--- src/rtl/bus_arbiter.sv ---
// ---------------------------------------------------------------------------
// bus_arbiter
//   Two-requester arbiter for a single shared memory bus.
//   m0 is the CPU memory stage and m1 is a DMA/video master. Arbitration is
//   combinational within the cycle. The granted requester drives the bus in
//   the same cycle. Read data comes back one cycle later and is steered to
//   the requester that issued the read.
//
//   m1 can hold m1_lock to keep the bus for back-to-back grants. A burst
//   counter limits this to MAX_BURST grants in a row, so the CPU cannot be
//   starved.
//
//   Optional feature macro: ARB_ROUND_ROBIN_EN
//     defined   : unlocked contention goes to the requester that was not
//                 granted most recently (an IDLE history counts as m1).
//     undefined : unlocked contention always goes to m0 (fixed CPU priority).
//
//   reset is asynchronous and active-low. While it is low, every grant, bus
//   strobe and read-return output is forced to 0.
// ---------------------------------------------------------------------------
module bus_arbiter #(
    parameter int unsigned MAX_BURST = 4
) (
    input  logic        clk,
    input  logic        reset,

    input  logic        m0_req,
    input  logic [31:0] m0_addr,
    input  logic [31:0] m0_wr_data,
    input  logic        m0_wr_en,

    input  logic        m1_req,
    input  logic [31:0] m1_addr,
    input  logic [31:0] m1_wr_data,
    input  logic        m1_wr_en,
    input  logic        m1_lock,

    output logic        m0_gnt,
    output logic        m1_gnt,
    output logic        m0_stall,

    output logic [31:0] m0_rd_data,
    output logic        m0_rd_valid,
    output logic [31:0] m1_rd_data,
    output logic        m1_rd_valid,

    output logic [31:0] bus_addr,
    output logic [31:0] bus_wr_data,
    output logic        bus_wr_en,
    output logic        bus_rd_en,
    input  logic [31:0] bus_rd_data
);

    // Burst limit in the width of the counter. The legal range is 1..15.
    localparam logic [3:0] BURST_LIMIT = 4'(MAX_BURST);

    // Ownership history: which requester held the bus in the previous cycle.
    typedef enum logic [1:0] {
        IDLE = 2'd0,
        OWN0 = 2'd1,
        OWN1 = 2'd2
    } state_t;

    state_t      state_reg;
    state_t      state_next;
    logic [3:0]  burst_reg;
    logic [3:0]  burst_next;

    // Read return tracking: one read can be in flight per cycle.
    logic        rd_valid_reg;
    logic        rd_valid_next;
    logic        rd_owner_reg;     // 0 = m0, 1 = m1
    logic        rd_owner_next;

    logic        gnt0;
    logic        gnt1;
    logic        lock_active;

    // Per-requester return vectors, filled by the generate loop below.
    logic [1:0]  ret_valid;
    logic [31:0] ret_data [2];

    // m1 keeps the bus while it holds a lock and has not used up its burst.
    assign lock_active = (state_reg == OWN1) && m1_req && m1_lock &&
                         (burst_reg < BURST_LIMIT);

    // State register, burst counter and read-return flags.
    always_ff @(posedge clk or negedge reset) begin
        if (!reset) begin
            state_reg    <= IDLE;
            burst_reg    <= 4'd0;
            rd_valid_reg <= 1'b0;
            rd_owner_reg <= 1'b0;
        end else begin
            state_reg    <= state_next;
            burst_reg    <= burst_next;
            rd_valid_reg <= rd_valid_next;
            rd_owner_reg <= rd_owner_next;
        end
    end

    // Grant selection. Grants are suppressed while reset is held low.
    always_comb begin
        gnt0 = 1'b0;
        gnt1 = 1'b0;
        if (!reset) begin
            gnt0 = 1'b0;
            gnt1 = 1'b0;
        end else if (lock_active) begin
            gnt1 = 1'b1;
        end else if (m0_req && m1_req) begin
`ifdef ARB_ROUND_ROBIN_EN
            // Alternate: whoever did not own the bus last cycle goes first.
            if (state_reg == OWN0) begin
                gnt1 = 1'b1;
            end else begin
                gnt0 = 1'b1;
            end
`else
            gnt0 = 1'b1;
`endif
        end else if (m0_req) begin
            gnt0 = 1'b1;
        end else if (m1_req) begin
            gnt1 = 1'b1;
        end
    end

    // Next ownership state and burst count, both driven by this cycle's grant.
    always_comb begin
        state_next = IDLE;
        burst_next = 4'd0;
        if (gnt1) begin
            state_next = OWN1;
            if (state_reg != OWN1) begin
                burst_next = 4'd1;
            end else if (burst_reg < BURST_LIMIT) begin
                burst_next = burst_reg + 4'd1;
            end else begin
                burst_next = burst_reg;
            end
        end else if (gnt0) begin
            state_next = OWN0;
        end
    end

    // Capture a granted read so its data can be steered next cycle.
    always_comb begin
        rd_valid_next = (gnt0 && !m0_wr_en) || (gnt1 && !m1_wr_en);
        rd_owner_next = gnt1;
    end

    // Shared bus mux. The bus is all zeros when nobody is granted.
    always_comb begin
        bus_addr    = 32'd0;
        bus_wr_data = 32'd0;
        bus_wr_en   = 1'b0;
        bus_rd_en   = 1'b0;
        if (gnt0) begin
            bus_addr    = m0_addr;
            bus_wr_data = m0_wr_data;
            bus_wr_en   = m0_wr_en;
            bus_rd_en   = !m0_wr_en;
        end else if (gnt1) begin
            bus_addr    = m1_addr;
            bus_wr_data = m1_wr_data;
            bus_wr_en   = m1_wr_en;
            bus_rd_en   = !m1_wr_en;
        end
    end

    // Read return steering. Only the owner of the in-flight read sees data.
    generate
        for (genvar gi = 0; gi < 2; gi++) begin : g_ret
            assign ret_valid[gi] = rd_valid_reg && (rd_owner_reg == 1'(gi));
            assign ret_data[gi]  = ret_valid[gi] ? bus_rd_data : 32'd0;
        end
    endgenerate

    assign m0_gnt      = gnt0;
    assign m1_gnt      = gnt1;
    assign m0_stall    = m0_req && !gnt0;
    assign m0_rd_valid = ret_valid[0];
    assign m0_rd_data  = ret_data[0];
    assign m1_rd_valid = ret_valid[1];
    assign m1_rd_data  = ret_data[1];

endmodule

--- config.mk ---
export PLATFORM = sky130hd
export DESIGN_NAME = bus_arbiter
export DESIGN_NICKNAME = d
export VERILOG_FILES = /design/src/rtl/bus_arbiter.sv
export SDC_FILE = /design/constraint.sdc
export NUM_CORES = 1
export LEC_CHECK = 0
export BUFFER_PORTS_ARGS = -buffer_cell sky130_fd_sc_hd__buf_2
export CAP_MARGIN = 20
export CORE_AREA = 2 2 117 119
export DETAILED_ROUTE_END_ITERATION = 8
export DIE_AREA = 0 0 119 121
export PLACE_DENSITY = 0.49
export SYNTH_ARGS = -nofsm -noshare
export SYNTH_HDL_FRONTEND = slang
export SYNTH_SLANG_ARGS = --single-unit
export TNS_END_PERCENT = 10
--- constraint.sdc ---
create_clock -name clk -period 1.96 [get_ports clk]
set_input_delay 0.098 -clock clk [delete_from_list [all_inputs] [get_ports clk]]
set_output_delay 0.098 -clock clk [all_outputs]
set_load 0.02 [all_outputs]
==> results of run 1 <==
## layout by cell type (no fill, tap or decap), types with 2 or more instances in the layout
cell type / instances
buf_2: 300
nand2_1: 131
o22ai_1: 65
and2_1: 33
and3_1: 32
buf_4: 8
dfrtp_1: 7
nor2_1: 4
nor4_1: 3
clkbuf_16: 3
buf_12: 3
nor2b_1: 2
nand2b_1: 2
o32ai_1: 2
## how the worst min path moves through the flow
stage | from | endpoint | slack [ns] | cells after the start
5_1_grt | m1_wr_en | rd_valid_reg | 0.12 | 2
3_3_place_gp | reset | burst_reg[0] | -0.005 | 1
2_1_floorplan | reset | burst_reg[0] | -0.20 | 0
6_report | m1_wr_en | rd_valid_reg | 0.11 | 2
4_1_cts | m1_wr_en | rd_valid_reg | 0.11 | 2
3_5_place_dp | reset | burst_reg[0] | -0.005 | 1
## critical path: cells and delay by family (launching register included)
family	cells	cell delay, ns
compound gates	2	0.46
buf+inv	2	0.47
flops	1	0.36
simple gates	1	0.22
## cells by family (layout without fill, tap and decap cells)
group                    Yosys count  in the layout  synth area share [%]
XOR/XNOR                           1              1                0.4766
buffers and inverters             40            319                 9.394
adder cells (fa/ha/maj)            1              1                0.6806
AND/OR/NAND/NOR                  209            209                 52.82
flip-flops                         7              7                 9.530
AO/OA/AOI/OAI                     72             72                 26.55
multiplexers                       1              1                0.5446
## metrics by stage
step / hold slack [ns] / TNS, ns / instances / util (%)
after global placement: -0.005361 / 0 / 781 / 27.00
after CTS: 0.1143 / 0 / 786 / 27.69
after global routing: 0.1170 / -0.002290 / 786 / 27.75
final: 0.1107 / 0 / 786 / 27.75
after floorplan: -0.1976 / 0 / 331 / -
after detailed placement: -0.005027 / 0 / 781 / 27.00
## routing by layer
| metal | track usage [%] | routed length (um) | vias up |
|---|---|---|---|
| met5 | 0 | 0 | - |
| met4 | 0.8929 | 0 | 0 |
| met3 | 2.585 | 956 | 0 |
| met2 | 24.14 | 5267 | 197 |
| met1 | 14.02 | 3845 | 1480 |
| li1 | - | - | 1704 |
## layout make-up
type | instances | area [um^2] | area share, %
timing repair buffer | 313 | 1643 | 45.24
inverter | 2 | 11.26 | 0.3101
tap | 176 | 220.2 | 6.065
clock inverter | 1 | 5.005 | 0.1378
clock buffer | 3 | 75.07 | 2.068
multi-input combinational | 284 | 1501 | 41.35
sequential | 7 | 175.2 | 4.824
## where the power goes
part	switching (mW)	internal [mW]
logic	0.460	0.318
registers	0.00274	0.150
clock network	0.0787	0.268
total	0.541	0.735
## repair_timing
action                                  CTS  global route
endpoints found under the hold margin     2             0
gates resized for setup                   0             2
endpoints found under the setup margin    0             4
hold buffers                              1             0
==> qor.txt, run 1 <==
Flop-to-flop setup slack = 0.50 ns
Crit-path max cell delay = 0.36 ns
Max-slew headroom = 78.06%
Max FO, Critical Path = 56
RSZ-0062 raised after global routing = yes
Design area = 3631 um^2
First-pass GRT wire length = 14.69 mm
Final setup viols = 0
Post-synth EDFFs = 0
CTS clk-pin slew, worst paths = 0.04 ns
Core area = 13090 um^2
Area grow syn2layout = 97.55%
Starting density of the core = 14.05%
DR DRC count = 0
Synth warn = 0
Drt first pass iters = 4
Post-Syn Nets = 499
Peak VDD IR = 197.9 uV
FILL cells = 1509
Power Density = 351.4 nW/um^2
Die X = 119 um
IO Count = 302
Final total power = 1.276 mW
Critical-path cell list = nand2b_1 > o41ai_4 > buf_12 > o22ai_1 > buf_2
Max_cap viols = 0
Worst reg2reg path depth = 4
Vias in the first global route = 2971
Post-synth top flop = dfrtp_1
Final period util = 95.87%
Max FFs per register = 4
RD Place Congestion = 0.7905
Synthesized area per cell = 5.553 um^2
Layout cell share with drive strength beyond 1 = 52.30%
Gr ovfl total = 0
Worst Max-Slew Pin Slew = 0.3262 ns
#FFs+latches synth = 7
Worst reg2reg path endpoint = rd_valid_reg
Largest net degree at the start of global routing = 65
Minimum clock period after layout = 1.879 ns
TritonCTS Sinks = 7
Pre-CTS setup slack = 0.3258 ns
Min-delay worst type = input port to register
Sequential-to-total area share from yosys stat = 9.530%
Placed Area = 3533 um^2
Postcts setup bufs = 0
Vias per cell = 4.302
P_leak = 2.272 nW
Synth top area share = 26.75%
1st-iter DRT viols = 158
Rows = 42
Die H = 121 um
Required @ worst endpoint = 1.86 ns
Routed wire per std cell = 12.81 um
Status = finished clean
TritonCTS clock tree = yes
Clock latency reported for the late side of the worst-skew pair = 0.23 ns
Max Clk Rate = 532.2 MHz
Hold Violations, Final = 0
Critical path endpoint = bus_addr[31]
Post-synth top area cell = nand2_1
Worst Skew = 0.0007517 ns
HPWL Detailed = 8.178 mm
CP startpoint kind = register
Routed WL = 10.07 mm
RR Startpoint = state_reg[0]
Die ar. = 14400 um^2
Input/output buffers = 301
Post-route ant nets = 0
Worst EP arrival = 1.78 ns
Most frequent cells after synthesis = 131 x nand2_1, 65 x o22ai_1, 33 x and2_1
Critical path's slowest cell = dfrtp_1
DR vias = 3381
Mapped Area = 1838 um^2
Async S/R FF share, synth = 100.0%
Num CTS Buffers = 3
Root buf cell = clkbuf_16
Synth Instances = 331
Nets = 779
CP Capture Type = output pin
Critical path type = register to output pin
Synth cell types = 25
Most numerous cell in the Yosys netlist = nand2_1
Clock Path Buffers = 2
H-tree depth = 1
ANT cells = 0
Final worst setup slack = 0.08091 ns
Largest cells by area after synthesis = nand2_1 27%, o22ai_1 22%, and2_1 11%
Initial antenna violation count = 0
CP startpoint = state_reg[0]
GRT Total Usage = 12.26%
Final Max Slew Viols = 0
Power figures use the tool's default switching activity.
==> run 2, diff against run 1 <==
- PLACE_DENSITY: 0.49 -> not set
==> run 2 against run 1 <==
  * Largest cell class unchanged
  * Die area unchanged
  * First-iteration DRC count increased by 3.8%
  * Clock power increased by 3%
  * Non-clock buffer count increased by 7
  * Critical path depth increased by 1
  * Power increased by 4.2%
  * Fmax increased by 1.8%
  * Sequential power about the same
  * Count of clock-buffer cells in the layout increased by 1
  * Utilization increased by 1.1 points
  * Sequential share of layout area decreased by 0.18 points
  * Critical endpoint is now bus_addr[15]
==> qor.txt, run 2 (same netlist as run 1, synthesis figures left out) <==
Status = finished clean
First-pass GRT wire length = 13.94 mm (-5.1%)
Cell Count, Final, Fillers Out = 793 (+0.89%)
Initial antenna violation count = 0 (unchanged)
H-tree depth = 1 (unchanged)
Max FO, Critical Path = 17 (-70%)
Final total power = 1.330 mW (+4.2%)
CP startpoint = state_reg[0]
Required @ worst endpoint = 1.86 ns (about the same)
Worst Skew = 0.002957 ns (+0.002206 ns)
Minimum clock period after layout = 1.847 ns (-0.03233 ns)
Routed wire per std cell = 13.52 um (+5.5%)
TritonCTS Sinks = 7 (unchanged)
RR Startpoint = state_reg[0]
Core area = 13090 um^2 (unchanged)
Root buf cell = clkbuf_16
Post-route ant nets = 0 (unchanged)
Nets = 786 (+0.90%)
P_leak = 2.340 nW (+3.0%)
Final Max Slew Viols = 0 (unchanged)
Rows = 42 (unchanged)
ANT cells = 0 (unchanged)
Layout cell share with drive strength beyond 1 = 53.16% (+0.87 points)
GRT Total Usage = 11.55% (-0.71 points)
Worst EP arrival = 1.75 ns (-0.03 ns)
Final period util = 94.22% (-1.6 points)
Input/output buffers = 301 (unchanged)
RD Place Congestion = 0.7770 (-1.7%)
Starting density of the core = 14.05% (unchanged)
DR vias = 3440 (+1.7%)
Setup Total Neg Slack = 0 ns (unchanged)
# placed instances = 780 (-0.13%)
Hold Violations, Final = 0 (unchanged)
Vias in the first global route = 2834 (-4.6%)
Clock Path Buffers = 2 (unchanged)
Worst reg2reg path depth = 5 (+1)
Peak VDD IR = 216.4 uV (+9.4%)
Vias per cell = 4.338 (+0.85%)
CTS clk-pin slew, worst paths = 0.03 ns (about the same)
Area grow syn2layout = 105.0%
Max-slew headroom = 76.43% (-1.6 points)
CP Capture Type = output pin
CP startpoint kind = register
Max_cap viols = 0 (unchanged)
DR DRC count = 0 (unchanged)
Power Density = 352.9 nW/um^2 (+0.42%)
HPWL Detailed = 7.426 mm (-9.2%)
1st-iter DRT viols = 164 (+3.8%)
Worst reg2reg path endpoint = rd_valid_reg
Drt first pass iters = 4 (unchanged)
Max FFs per register = 4 (unchanged)
Min-delay worst type = input port to asynchronous set/reset pin
Most common cell after layout, fill and taps aside = buf_2
Flop-to-flop setup slack = 0.48 ns (-0.02 ns)
Die X = 119 um (unchanged)
Most frequent cells in the layout = 300 x buf_2, 131 x nand2_1, 65 x o22ai_1, 33 x and2_1, 32 x and3_1
Final setup viols = 0 (unchanged)
Max Clk Rate = 541.5 MHz (+1.8%)
Largest net degree at the start of global routing = 69 (+6.2%)
TritonCTS clock tree = yes
Gr ovfl total = 0 (unchanged)
IO Count = 302 (unchanged)
Die H = 121 um (unchanged)
Critical path endpoint = bus_addr[15]
Clock latency reported for the late side of the worst-skew pair = 0.24 ns (about the same)
Critical path type = register to output pin
Routed WL = 10.72 mm (+6.5%)
Num CTS Buffers = 3 (unchanged)
Worst Max-Slew Pin Slew = 0.3524 ns (+0.02622 ns)
Die ar. = 14400 um^2 (unchanged)
-- run 2: per-stage QoR --
step                hold slack (ns)  worst slack [ns]  cell area [um^2]  util, %
floorplan                   -0.1976            0.3310              1838        -
global placement            0.01257            0.2917              3526    26.95
detailed placement         0.008301            0.2651              3526    26.95
CTS                          0.1173          0.004719              3615    27.62
global route                 0.1588         -0.006231              3769    28.80
finish                       0.1090            0.1132              3769    28.80
-- run 2: per-layer routing --
metal	global-route usage, %	up-vias	wire length [um]
li1	-	1721	-
met1	13.47	1503	4101
met2	21.95	209	5626
met3	2.350	7	926
met4	1.935	0	65
met5	0	-	0
-- run 2: power by group --
part           total (mW)  switching [mW]  internal, mW
clock network       0.357          0.0856         0.271
logic               0.821           0.476         0.345
registers           0.153         0.00291         0.150
-- run 2: worst min-delay path by stage --
stage | start | end | slack (ns) | depth (start not counted)
after floorplan | reset | burst_reg[0] | -0.20 | 0
final | reset | burst_reg[0] | 0.11 | 2
after detailed placement | reset | burst_reg[2] | 0.008 | 1
after global placement | reset | burst_reg[2] | 0.01 | 1
after global routing | reset | rd_valid_reg | 0.16 | 2
after CTS | reset | burst_reg[0] | 0.12 | 2
-- run 2: repair_timing --
action / 4_1_cts / 5_1_grt
hold buffers: 1 / 0
setup buffers: 0 / 1
endpoints found under the hold margin: 3 / 0
setup endpoints to repair: 0 / 65
gates resized for setup: 0 / 11
-- run 2: worst max-delay path, cell delays in order, from the launching register on --
cell	delay, ns
dfrtp_1	0.36
nand2b_4	0.16
o41ai_4	0.30
buf_6	0.21
buf_8	0.19
o22ai_1	0.11
buf_2	0.17
-- run 2: layout make-up --
type,count,area [um^2]
Clock buffer,4,78.83
Fill cell,1444,9316
Inverter,2,7.507
Multi-Input combinational cell,284,1520
Sequential cell,7,175.2
Tap cell,176,220.2
Timing Repair Buffer,320,1767
==> run 3, diff against run 2 <==
- PLACE_DENSITY: not set -> 0.43
- SLEW_MARGIN: not set -> 40
==> run 3 against run 2 <==
  * Critical path depth is 1 lower
  * Sequential cell count unchanged
  * Combinational power fell by 6.7%
  * Sequential power is essentially flat
  * Setup slack worse by 0.020 ns
  * Non-clock buffer count shrank 9
  * Cell count is 1.1% lower
  * Power is 4.5% lower
  * First-iteration DRC count fell by 38%
  * Final area down 4.2%
  * Highest routed layer unchanged
==> qor.txt, run 3 (same netlist as run 1, synthesis figures left out) <==
IO Count = 302 (unchanged)
Drt first pass iters = 4 (unchanged)
Gr ovfl total = 0 (unchanged)
Multi-input logic area = 1501 um^2 (-1.2%)
Root buf cell = clkbuf_16
TritonCTS clock tree = yes
Final setup viols = 0 (unchanged)
Worst Skew = 0.0006012 ns (-0.002356 ns)
Worst EP arrival = 1.77 ns (+0.02 ns)
TritonCTS Sinks = 7 (unchanged)
Most common cell after layout, fill and taps aside = buf_2
Final total power = 1.270 mW (-4.5%)
H-tree depth = 1 (unchanged)
RSZ-0062 raised after global routing = no
Die ar. = 14400 um^2 (unchanged)
HPWL Detailed = 7.727 mm (+4.1%)
Power Density = 351.8 nW/um^2 (-0.32%)
Min-delay worst type = input port to register
Hold Violations, Final = 0 (unchanged)
Routed WL = 9.701 mm (-9.5%)
Rows = 42 (unchanged)
Minimum clock period after layout = 1.867 ns (+0.02032 ns)
Num CTS Buffers = 3 (unchanged)
Vias in the first global route = 3103 (+9.5%)
Clock latency reported for the late side of the worst-skew pair = 0.23 ns (about the same)
Clock power frac = 27.7% (+0.9 points)
CP Capture Type = output pin
Nets = 777 (-1.1%)
Clock Path Buffers = 2 (unchanged)
Max FO, Critical Path = 69 (+52)
Required @ worst endpoint = 1.86 ns (about the same)
Max Clk Rate = 535.6 MHz (-1.1%)
GRT Total Usage = 12.00% (+0.45 points)
Largest net degree at the start of global routing = 103 (+49%)
Post-route ant nets = 0 (unchanged)
First-pass GRT wire length = 14.47 mm (+3.8%)
Input/output buffers = 301 (unchanged)
Die H = 121 um (unchanged)
Starting density of the core = 14.05% (unchanged)
Sw Share = 42.10% (-0.33 points)
Routed wire per std cell = 12.37 um (-8.5%)
Initial antenna violation count = 0 (unchanged)
1st-iter DRT viols = 102 (-38%)
Max_cap viols = 0 (unchanged)
Most frequent cells in the layout = 300 x buf_2, 131 x nand2_1, 65 x o22ai_1, 33 x and2_1, 32 x and3_1
Max-slew headroom = 73.79% (-2.6 points)
Peak VDD IR = 157.2 uV (-27%)
Final Max Slew Viols = 0 (unchanged)
FILL cells = 1446 (+0.14%)
P_leak = 2.261 nW (-3.4%)
Sequential Area = 175.2 um^2 (unchanged)
Critical path type = register to output pin
Gate power share = 60.3% (-1.4 points)
Max FFs per register = 4 (unchanged)
Status = finished clean
Die X = 119 um (unchanged)
Psw = 534.8 uW (-5.2%)
Sequential power share = 12.0% (+0.5 points)
DR DRC count = 0 (unchanged)
ANT cells = 0 (unchanged)
Int Pwr = 735.5 uW (-3.9%)
Setup Total Neg Slack = 0 ns (unchanged)
Vias per cell = 4.342 (about the same)
Core area = 13090 um^2 (unchanged)
Worst Max-Slew Pin Slew = 0.3931 ns (+0.04076 ns)
Layout cell share with drive strength beyond 1 = 51.81% (-1.4 points)
Postcts setup bufs = 0 (unchanged)
RD Place Congestion = 0.7513 (-3.3%)
Final period util = 95.26% (+1.0 points)
DR vias = 3404 (-1.0%)
CP startpoint kind = register
Area grow syn2layout = 96.46%
CTS clk-pin slew, worst paths = 0.04 ns (about the same)
==> run 3: final timing paths <==
check / from / end / slack, ns / cells after the start
worst max-delay path: state_reg[0] / bus_wr_data[10] / 0.09 / 5
worst min-delay path: m1_wr_en / rd_valid_reg / 0.11 / 2
worst max register to register: state_reg[0] / rd_valid_reg / 0.48 / 4
worst min register to register: burst_reg[1] / burst_reg[1] / 0.59 / 2
max in group asynchronous: reset / rd_owner_reg / 1.22 / 3
min in group asynchronous: reset / rd_valid_reg / 0.46 / 3
==> run 3: worst max-delay path, cell delays in order, from the launching register on <==
cell and delay (ns):
dfrtp_1 0.36, nand2b_1 0.22, o41ai_4 0.29, buf_12 0.32
o22ai_1 0.15, buf_2 0.17
==> run 3: metrics by stage <==
stage          worst slack (ns)  hold slack [ns]  util [%]  cell area (um^2)  cells
3_3_place_gp             0.2837           0.1561     26.89              3518    779
6_report                0.09293           0.1054     27.60              3611    784
3_5_place_dp             0.2924           0.1577     26.89              3518    779
5_1_grt                0.002184           0.1291     27.60              3611    784
2_1_floorplan            0.3310          -0.1976         -              1838    331
4_1_cts                 0.02996           0.1055     27.57              3607    784
==> run 3: area by class of cell <==
class                   instances  share of cell area, %
repair buffers                311                  45.08
multi-input cells             284                  41.58
well taps                     176                  6.098
flip-flops and latches          7                  4.851
clock buffers                   4                  2.183
inverters                       2                 0.2079
==> run 3: what timing repair did <==
item,4_1_cts,5_1_grt
resized for setup,0,1
endpoints found under the hold margin,7,0
endpoints found under the setup margin,0,20
hold buffers,1,0
==> run 3: power by group through the flow <==
stage	combinational (mW)	clock, mW	sequential (mW)
floorplan	0.422	0	0.155
global placement	0.764	0	0.154
detailed placement	0.770	0	0.154
CTS	0.774	0.358	0.152
global route	0.838	0.369	0.153
finish	0.766	0.352	0.152
==> run 3: routing by layer <==
metal / up-vias / global-route usage [%] / wire (um) / share of wire, %
met5: - / 0 / 0 / 0
met1: 1492 / 12.52 / 3555 / 37
li1: 1697 / - / - / -
met4: 0 / 2.381 / 117 / 1.2
met3: 14 / 2.679 / 929 / 9.6
met2: 201 / 24.28 / 5098 / 53
